==> src/rtl/jump_pkg.sv <==
// Shared types, widths and helpers for the jump sequencer.
// Exports jump_state_t, jump_dir_t, VY_W, CHARGE_W, dir_of, vy_of, sat_inc.
package jump_pkg;

  localparam int VY_W     = 12;
  localparam int CHARGE_W = 6;

  typedef enum logic [2:0] {
    ST_IDLE,
    ST_CHARGE,
    ST_LAUNCH,
    ST_AIR,
    ST_HOLD
  } jump_state_t;

  typedef enum logic [1:0] {
    DIR_NONE  = 2'b00,
    DIR_LEFT  = 2'b01,
    DIR_RIGHT = 2'b10
  } jump_dir_t;

  // Exactly one key pressed picks a side; both or neither is vertical.
  function automatic jump_dir_t dir_of(
    input logic l,
    input logic r
  );
    unique case (1'b1)
      (l & ~r): return DIR_LEFT;
      (r & ~l): return DIR_RIGHT;
      default:  return DIR_NONE;
    endcase
  endfunction

  function automatic logic [VY_W-1:0] vy_of(
    input logic [CHARGE_W-1:0] c,
    input logic [VY_W-1:0]     s
  );
    return VY_W'(c) * s;
  endfunction

  function automatic logic [CHARGE_W-1:0] sat_inc(
    input logic [CHARGE_W-1:0] c,
    input logic [CHARGE_W-1:0] m
  );
    return (c >= m) ? m : c + 1'b1;
  endfunction

endpackage

==> src/rtl/jump_tick_gen.sv <==
// Free-running divider: one-cycle tick every TICK_DIV clk cycles.
// Ports: clk, rst (async, active-high), tick (high while count is TICK_DIV-1).
module jump_tick_gen #(
  parameter int TICK_DIV = 666_667
) (
  input  logic clk,
  input  logic rst,
  output logic tick
);

  localparam int CW = (TICK_DIV > 1) ? $clog2(TICK_DIV) : 1;
  localparam logic [CW-1:0] LAST = CW'(TICK_DIV - 1);

  logic [CW-1:0] cnt;

  assign tick = (cnt == LAST);

  always_ff @(posedge clk or posedge rst) begin
    if (rst) begin
      cnt <= '0;
    end else if (tick) begin
      cnt <= '0;
    end else begin
      cnt <= cnt + 1'b1;
    end
  end

endmodule

==> src/rtl/jump_ctl.sv <==
// Jump sequencer: walk while grounded, charge while space held, one-shot
// launch over valid/ready on release, then lock out input until landing.
// Ports: clk, rst, key_space/left/right, landed, launch_ready in;
// launch_valid/vy/dir, walk_left/right, charging, charge_level out.
// Option: JUMP_CTL_AUTO_RELEASE_EN launches as soon as charge saturates.
module jump_ctl
  import jump_pkg::*;
#(
  parameter int TICK_DIV   = 666_667,
  parameter int CHARGE_MAX = 32,
  parameter int VEL_STEP   = 2
) (
  input  logic                clk,
  input  logic                rst,
  input  logic                key_space,
  input  logic                key_left,
  input  logic                key_right,
  input  logic                landed,
  input  logic                launch_ready,
  output logic                launch_valid,
  output logic [VY_W-1:0]     launch_vy,
  output logic [1:0]          launch_dir,
  output logic                walk_left,
  output logic                walk_right,
  output logic                charging,
  output logic [CHARGE_W-1:0] charge_level
);

`ifdef JUMP_CTL_AUTO_RELEASE_EN
  localparam bit AUTO = 1'b1;
`else
  localparam bit AUTO = 1'b0;
`endif

  localparam logic [CHARGE_W-1:0] CMAX = CHARGE_W'(CHARGE_MAX);
  localparam logic [VY_W-1:0]     STEP = VY_W'(VEL_STEP);

  logic                tick;
  jump_state_t         state;
  jump_dir_t           dir_q;
  logic                space_q;
  logic [CHARGE_W-1:0] charge;
  logic [CHARGE_W-1:0] charge_nx;
  logic                rise;
  logic                wl_nx;
  logic                wr_nx;
  logic                fire;

  jump_tick_gen #(
    .TICK_DIV (TICK_DIV)
  ) u_tick (
    .clk  (clk),
    .rst  (rst),
    .tick (tick)
  );

  // Tick increment is applied before a same-cycle release is latched.
  assign charge_nx = tick ? sat_inc(charge, CMAX) : charge;
  assign rise      = key_space & ~space_q;
  assign wl_nx     = key_left & ~key_right & landed;
  assign wr_nx     = key_right & ~key_left & landed;
  assign fire      = ~key_space | (AUTO & (charge == CMAX));

  assign charge_level = charge;
  assign launch_dir   = dir_q;

  always_ff @(posedge clk or posedge rst) begin
    if (rst) begin
      state        <= ST_IDLE;
      space_q      <= 1'b0;
      charge       <= '0;
      charging     <= 1'b0;
      launch_valid <= 1'b0;
      launch_vy    <= '0;
      dir_q        <= DIR_NONE;
      walk_left    <= 1'b0;
      walk_right   <= 1'b0;
    end else begin
      space_q    <= key_space;
      walk_left  <= 1'b0;
      walk_right <= 1'b0;
      unique case (state)
        ST_IDLE: begin
          if (!landed) begin
            state <= ST_AIR;
          end else if (rise) begin
            state    <= ST_CHARGE;
            charge   <= CHARGE_W'(1);
            charging <= 1'b1;
          end else begin
            walk_left  <= wl_nx;
            walk_right <= wr_nx;
          end
        end
        ST_CHARGE: begin
          // Losing ground aborts the jump outright.
          if (!landed) begin
            state    <= ST_AIR;
            charge   <= '0;
            charging <= 1'b0;
          end else if (fire) begin
            state        <= ST_LAUNCH;
            charging     <= 1'b0;
            charge       <= charge_nx;
            launch_valid <= 1'b1;
            launch_vy    <= vy_of(charge_nx, STEP);
            dir_q        <= dir_of(key_left, key_right);
          end else begin
            charge <= charge_nx;
          end
        end
        ST_LAUNCH: begin
          if (launch_ready) begin
            state        <= ST_AIR;
            launch_valid <= 1'b0;
            launch_vy    <= '0;
            dir_q        <= DIR_NONE;
            charge       <= '0;
          end
        end
        ST_AIR: begin
          if (landed) begin
            if (key_space) begin
              state <= ST_HOLD;
            end else begin
              state      <= ST_IDLE;
              walk_left  <= wl_nx;
              walk_right <= wr_nx;
            end
          end
        end
        ST_HOLD: begin
          if (!key_space) begin
            state      <= ST_IDLE;
            walk_left  <= wl_nx;
            walk_right <= wr_nx;
          end
        end
        default: state <= ST_IDLE;
      endcase
    end
  end

endmodule

==> config.mk <==
export PLATFORM = sky130hd
export DESIGN_NAME = jump_ctl
export DESIGN_NICKNAME = d
export VERILOG_FILES = /design/src/rtl/jump_pkg.sv /design/src/rtl/jump_tick_gen.sv /design/src/rtl/jump_ctl.sv
export SDC_FILE = /design/constraint.sdc
export NUM_CORES = 1
export LEC_CHECK = 0
export ABC_AREA = 0
export BUFFER_PORTS_ARGS = -buffer_cell sky130_fd_sc_hd__buf_4
export CAP_MARGIN = 10
export CORE_MARGIN = 1
export CORE_UTILIZATION = 45
export DETAILED_ROUTE_END_ITERATION = 8
export MAX_ROUTING_LAYER = met4
export PLACE_DENSITY = 0.72
export SYNTH_ARGS = -nofsm -noshare
export SYNTH_HDL_FRONTEND = slang
export SYNTH_SLANG_ARGS = --single-unit
==> constraint.sdc <==
create_clock -name clk -period 3.5 [get_ports clk]
set_input_delay 0.35 -clock clk [delete_from_list [all_inputs] [get_ports clk]]
set_output_delay 0.35 -clock clk [all_outputs]
set_load 0.005 [all_outputs]
# [Yosys cells after proc, flatten, opt, wreduce, memory -nomap -nowiden]
# Cells that the tools add are included.
[word_totals] elab_cells=88 inputBits=7 register_bits=48
[op_classes] n_lt_le_gt_ge=1 add_sub_neg=2 n_eq_ne=14 n_bitwise=8 mux=45 reduce_logical=8
[ops] operator="two-way mux 12 bit" count=3
[ops] operator="two-way mux 6 bit" count=6
[ops] operator="two-way mux 3 bit" count=8
[ops] operator="case mux 12 bit (2 select lines)" count=1
[ops] operator="adder 20 x 1 -> 20 bit, second input constant" count=1
[ops] operator="equality test 20 bit, second input constant" count=1
[ops] operator="two-way mux 20 bit" count=1
[ops] operator="case mux 6 bit (3 select lines)" count=1
[ops] operator="two-way mux 1 bit" count=15
[ops] operator="case mux 3 bit (5 select lines)" count=1
[ops] operator="!= test 2 bit, second input constant" count=7
[ops] operator="AND reduction 4 bit" count=3
[ops] operator="case mux 2 bit (2 select lines)" count=2
[ops] operator="adder 6 x 1 -> 6 bit, second input constant" count=1
[ops] operator="equality test 3 x 2 -> 1 bit, second input constant" count=2
[ops] operator=">= comparator 6 bit, second input constant" count=1
[ops] operator="two-way mux 2 bit" count=3
[ops] operator="!= test 3 bit, second input constant" count=2
[ops] operator="case mux 1 bit (3 select lines)" count=2
[ops] operator="AND 1 bit" count=5
[ops] operator="AND reduction 5 bit" count=1
[ops] operator="case mux 1 bit (2 select lines)" count=2
[ops] operator="nonzero test 2 bit" count=2
[ops] operator="equality test 3 x 1 -> 1 bit, second input constant" count=1
[ops] operator="other kinds (4)" count=6

# [Depth between registers and ports, before layout]
[logic_depth] word_depth=6 depth_mapped=8 ltp_nobuf=6

# [By module]
# A second synthesis with hierarchy kept.
[hier_totals] cells_unflattened=223 area_unflattened_um2=2269.7
[by_module_without_submodules] module="jump_ctl" cells_per_inst=132 area_per_inst_um2=1306.3 seq_area_each_um2=550.5 n_inst=1
[by_module_without_submodules] module="jump_tick_gen" cells_per_inst=91 area_per_inst_um2=963.4 seq_area_each_um2=500.5 n_inst=1

# [Worst setup path after synthesis]
# No wires, ideal clock.
[synth_path] kind="reg-to-reg" from="reg u_tick.cnt[0]" to="reg charge[2] (netlist: charge_level[2])" t_required_ns=3.346 setup_time_ns=0.154 period_less_slack_ns=1.781 arrival_ns=1.626 stages_incl_launch_ff=8 slack_ns=1.719 cell_sequence="dfrtp_1 > inv_1 > ha_1 > nor4bb_1 > nand4_1 > buf_2 > o311ai_0 > o311ai_0"
[synth_between] elab_chain_cells=4
[synth_rtl] item="from (decl)" line="jump_tick_gen.sv:14" rtl="logic [CW-1:0] cnt;"
[synth_rtl] item="from (signal assigned)" line="jump_tick_gen.sv:24" rtl="cnt <= cnt + 1'b1;"
[synth_rtl] item="equality test 20 bit" line="jump_tick_gen.sv:16" rtl="assign tick = (cnt == LAST);"
[synth_rtl] item="two-way mux 6 bit" line="jump_ctl.sv:58" rtl="assign charge_nx = tick ? sat_inc(charge, CMAX) : charge;"
[synth_rtl] item="two-way mux 6 bit" line="jump_ctl.sv:97" rtl="if (!landed) begin"
[synth_rtl] item="case mux 6 bit (3 select lines)" line="jump_ctl.sv:82" rtl="unique case (state)"
[synth_rtl] item="to (signal assigned)" line="jump_ctl.sv:104" rtl="charge <= charge_nx;"
[synth_rtl] item="to (signal assigned)" line="jump_ctl.sv:109" rtl="charge <= charge_nx;"
[synth_rtl] item="to (decl)" line="jump_ctl.sv:42" rtl="logic [CHARGE_W-1:0] charge;"
# No other way between the ends.
# A chain may end at the register's enable or synchronous reset.

# [Worst setup path in the final report]
[layout_path] from="reg u_tick.cnt[0]" to="reg charge[1] (netlist: charge_level[1])"
# The elaborated chain is that of the path after synthesis.

==> flow_summary.ini <==
[drt]
drt_iter0_markers = 161
dr.pass1.iters = 4
top_layer = met4
met2_length_um = 2180
postRouteAntennaNets = 0
wl_met1_um = 2280
via_count = 1832
wl_per_cell_um = 14.5
drc = 0
viasPerCell = 5.62
routed-wl-met3_um = 199
routed_wirelength_um = 4740

[finish]
nNetsFinal = 269
stdcell_area_um2 = 2610
antennaDiodeCount = 0
area_delta_synth_final_pct = 12.6
drive_gt1_share_pct = 16.2

[power_and_ir_drop]
power_density_nw_per_um2 = 436
leakagePower_nw = 1.12
total_power_mw = 1.14
vdd_drop_max_v = 0.000209

[die]
die_w_um = 73.7
die_h_um = 73.7
core-area_um2 = 4850
start_util_pct = 47.8
placementRows = 25
boundaryPins = 31
dieArea_um2 = 5440

[worst_setup_path]
path_class = register to register
r2r-end = charge_level[1]
critPathArrivalTime_ps = 2700
critPathRequiredTime_ps = 3650
critPathMaxFanout = 12
crit_path_cell_trace = inv_1 > ha_1 > nor4bb_1 > nand4_1 > nor2_1 > o221ai_1
r2r_cells = 6
r2r-start = u_tick.cnt[0]
cp-start-kind = register
reg2reg_slack_ps = 950
worst_setup_path_end_kind = register
slowest_delay_ps = 810
cp_slowest_cell = nor2_1

[synthesis]
ys_warn_count = 0
syn-mean-instance-area_um2 = 9.73
syn_inst = 238
synth_edf_count = 0
syn-cell-area_um2 = 2320
synthArstFlopShare_pct = 100
yosysUniqueCellTypes = 58
ys_ff_latch = 42
ys_seq_area_share_pct = 45.4
yosys_most_used_dff = dfrtp_1

[timing]
fin_ws_ps = 948
min_period_ps = 2550
clock.fmax_ghz = 0.392
worst_clock_skew_ps = 9.11
whs_ps = 74.6
maxSlewViolCount = 0
finalHoldViolCount = 0
period_share_pct = 72.9
setup_tns_ps = 0
worst_pin_slew_ps = 837
slew-limit-headroom_pct = 44.0
rsz0062_at_grt = false
setup_viol = 0

[grt]
grt_antenna_before_repair = 0
grt_pass1_vias = 1652
grt_max_degree = 30
gr-usage-all-layers_pct = 19.6
grt_pass1_wl_um = 7830
grt_overflow = 0

[hold_path]
holdCritPathClass = primary input to asynchronous set/reset pin

[placement]
io_buffers = 24
place_hpwl_um = 3320
dpl_cell_area_um2 = 2490
place_ws_ps = 1000
globalplace.congestion = 0.908

[clocking]
cts_sinks = 42
tritoncts = built
cts_buffer_depth = 2
path_clk_slew_ps = 80
ctsHoldBuffers = 0
clk_latency_ps = 300
cts_made_buffers = 5
cts_root_buf = clkbuf_8
htree_levels = 2
ctsResizeCount = 0
cts_post_setup_buffers_inserted = 0

[status]
status = finished clean

[run]
maxCapViolations = 0
routing by layer:
| metal | vias up | global-route usage (%) |
|---|---|---|
| li1 | 899 | - |
| met3 | 8 | 3.02 |
| met1 | 882 | 26.9 |
| met5 | - | - |
| met4 | 0 | 8.55 |
| met2 | 43 | 28.5 |
through the flow:
stage | instances | util [%]
final | 326 | 53.8
after floorplan | 243 | -
after detailed placement | 317 | 51.4
after global routing | 326 | 53.8
after CTS | 325 | 53.2
after global placement | 317 | 51.4
how the worst max path moves through the flow:
stage / endpoint / slack [ps] / from
final: charge_level[1] / 950 / u_tick.cnt[0]
after global routing: launch_vy[1] / 800 / u_tick.cnt[2]
after CTS: launch_vy[1] / 990 / u_tick.cnt[0]
after detailed placement: launch_vy[1] / 1000 / u_tick.cnt[0]
after global placement: launch_vy[1] / 1120 / u_tick.cnt[0]
after floorplan: charge_level[2] / 1720 / u_tick.cnt[0]
area by class of cell:
class                   instances  area (um^2)
multi-input cells             173         1130
clock inverters                 1         5.00
fillers                       466         2240
clock buffers                   7         86.3
flip-flops and latches         42         1050
well taps                      67         83.8
inverters                       9         33.8
repair buffers                 27          223
cells in the mapped netlist (2+ instances only):
master | number | share of area (%)
a211o_1 | 2 | 0.76
and4_1 | 2 | 0.76
nand3b_1 | 2 | 0.65
nor3_1 | 8 | 1.7
nand4bb_1 | 2 | 0.97
nand4_1 | 5 | 1.4
or4_1 | 4 | 1.3
a21boi_0 | 2 | 0.65
o31ai_1 | 2 | 0.65
inv_1 | 9 | 1.5
o21ai_0 | 7 | 1.5
nor2_1 | 18 | 2.9
buf_4 | 6 | 1.9
xnor2_1 | 8 | 3.0
dfrtp_1 | 42 | 45
buf_2 | 5 | 1.1
nand3_1 | 15 | 3.2
nor4_1 | 4 | 1.1
a31oi_1 | 3 | 0.81
a21oi_1 | 4 | 0.86
mux2i_1 | 2 | 0.86
xor2_1 | 7 | 2.6
nand2b_1 | 2 | 0.54
nand2_1 | 22 | 3.6
or2_1 | 2 | 0.54
ha_1 | 4 | 2.2
o211ai_1 | 5 | 1.6
o311ai_0 | 9 | 3.4
clkbuf_1 | 5 | 0.81
and2_1 | 2 | 0.54
sequential cells by signal, indices dropped and copies added (netlist names), 2 cells and up:
| name | count |
|---|---|
| u_tick.cnt | 20 |
| launch_vy | 6 |
| state | 3 |
| charge_level | 6 |
| launch_dir | 2 |
worst max-delay path, delay by kind of cell, from the launching register on:
family	cells	cell delay [ps]
AO/OA/AOI/OAI	1	200
adder cells (fa/ha/maj)	1	120
buffers and inverters	1	70
AND/OR/NAND/NOR	3	1580
flip-flops	1	430
power breakdown:
group	internal [mW]	switching, mW	total, mW
registers	0.521	0.0644	0.585
logic	0.105	0.121	0.226
clock network	0.159	0.167	0.326
layout by cell type (no fill, tap or decap), types with 3 or more instances in the layout:
master     n
dfrtp_1   42
ha_1       4
a21oi_1    4
nand3_1   15
o211ai_1   5
inv_1      9
a31oi_1    3
xor2_1     7
o21ai_0    7
conb_1     6
nand2_1   22
nor2_1    18
buf_4     26
o311ai_0   9
or4_1      4
clkbuf_8   6
xnor2_1    8
nand4_1    5
nor3_1     8
nor4_1     4
cells by family after synthesis:
logic type	count (synthesis)	synth area share (%)
other	1	0.162
DFF	42	45.4
adders and majority gates	4	2.16
and+or+nand+nor	103	25.2
muxes	2	0.864
buffers and inverters	28	6.81
AOI/OAI and AO/OA	43	13.7
xor gates and xnor gates	15	5.67
(Power assumes the default switching activity.)
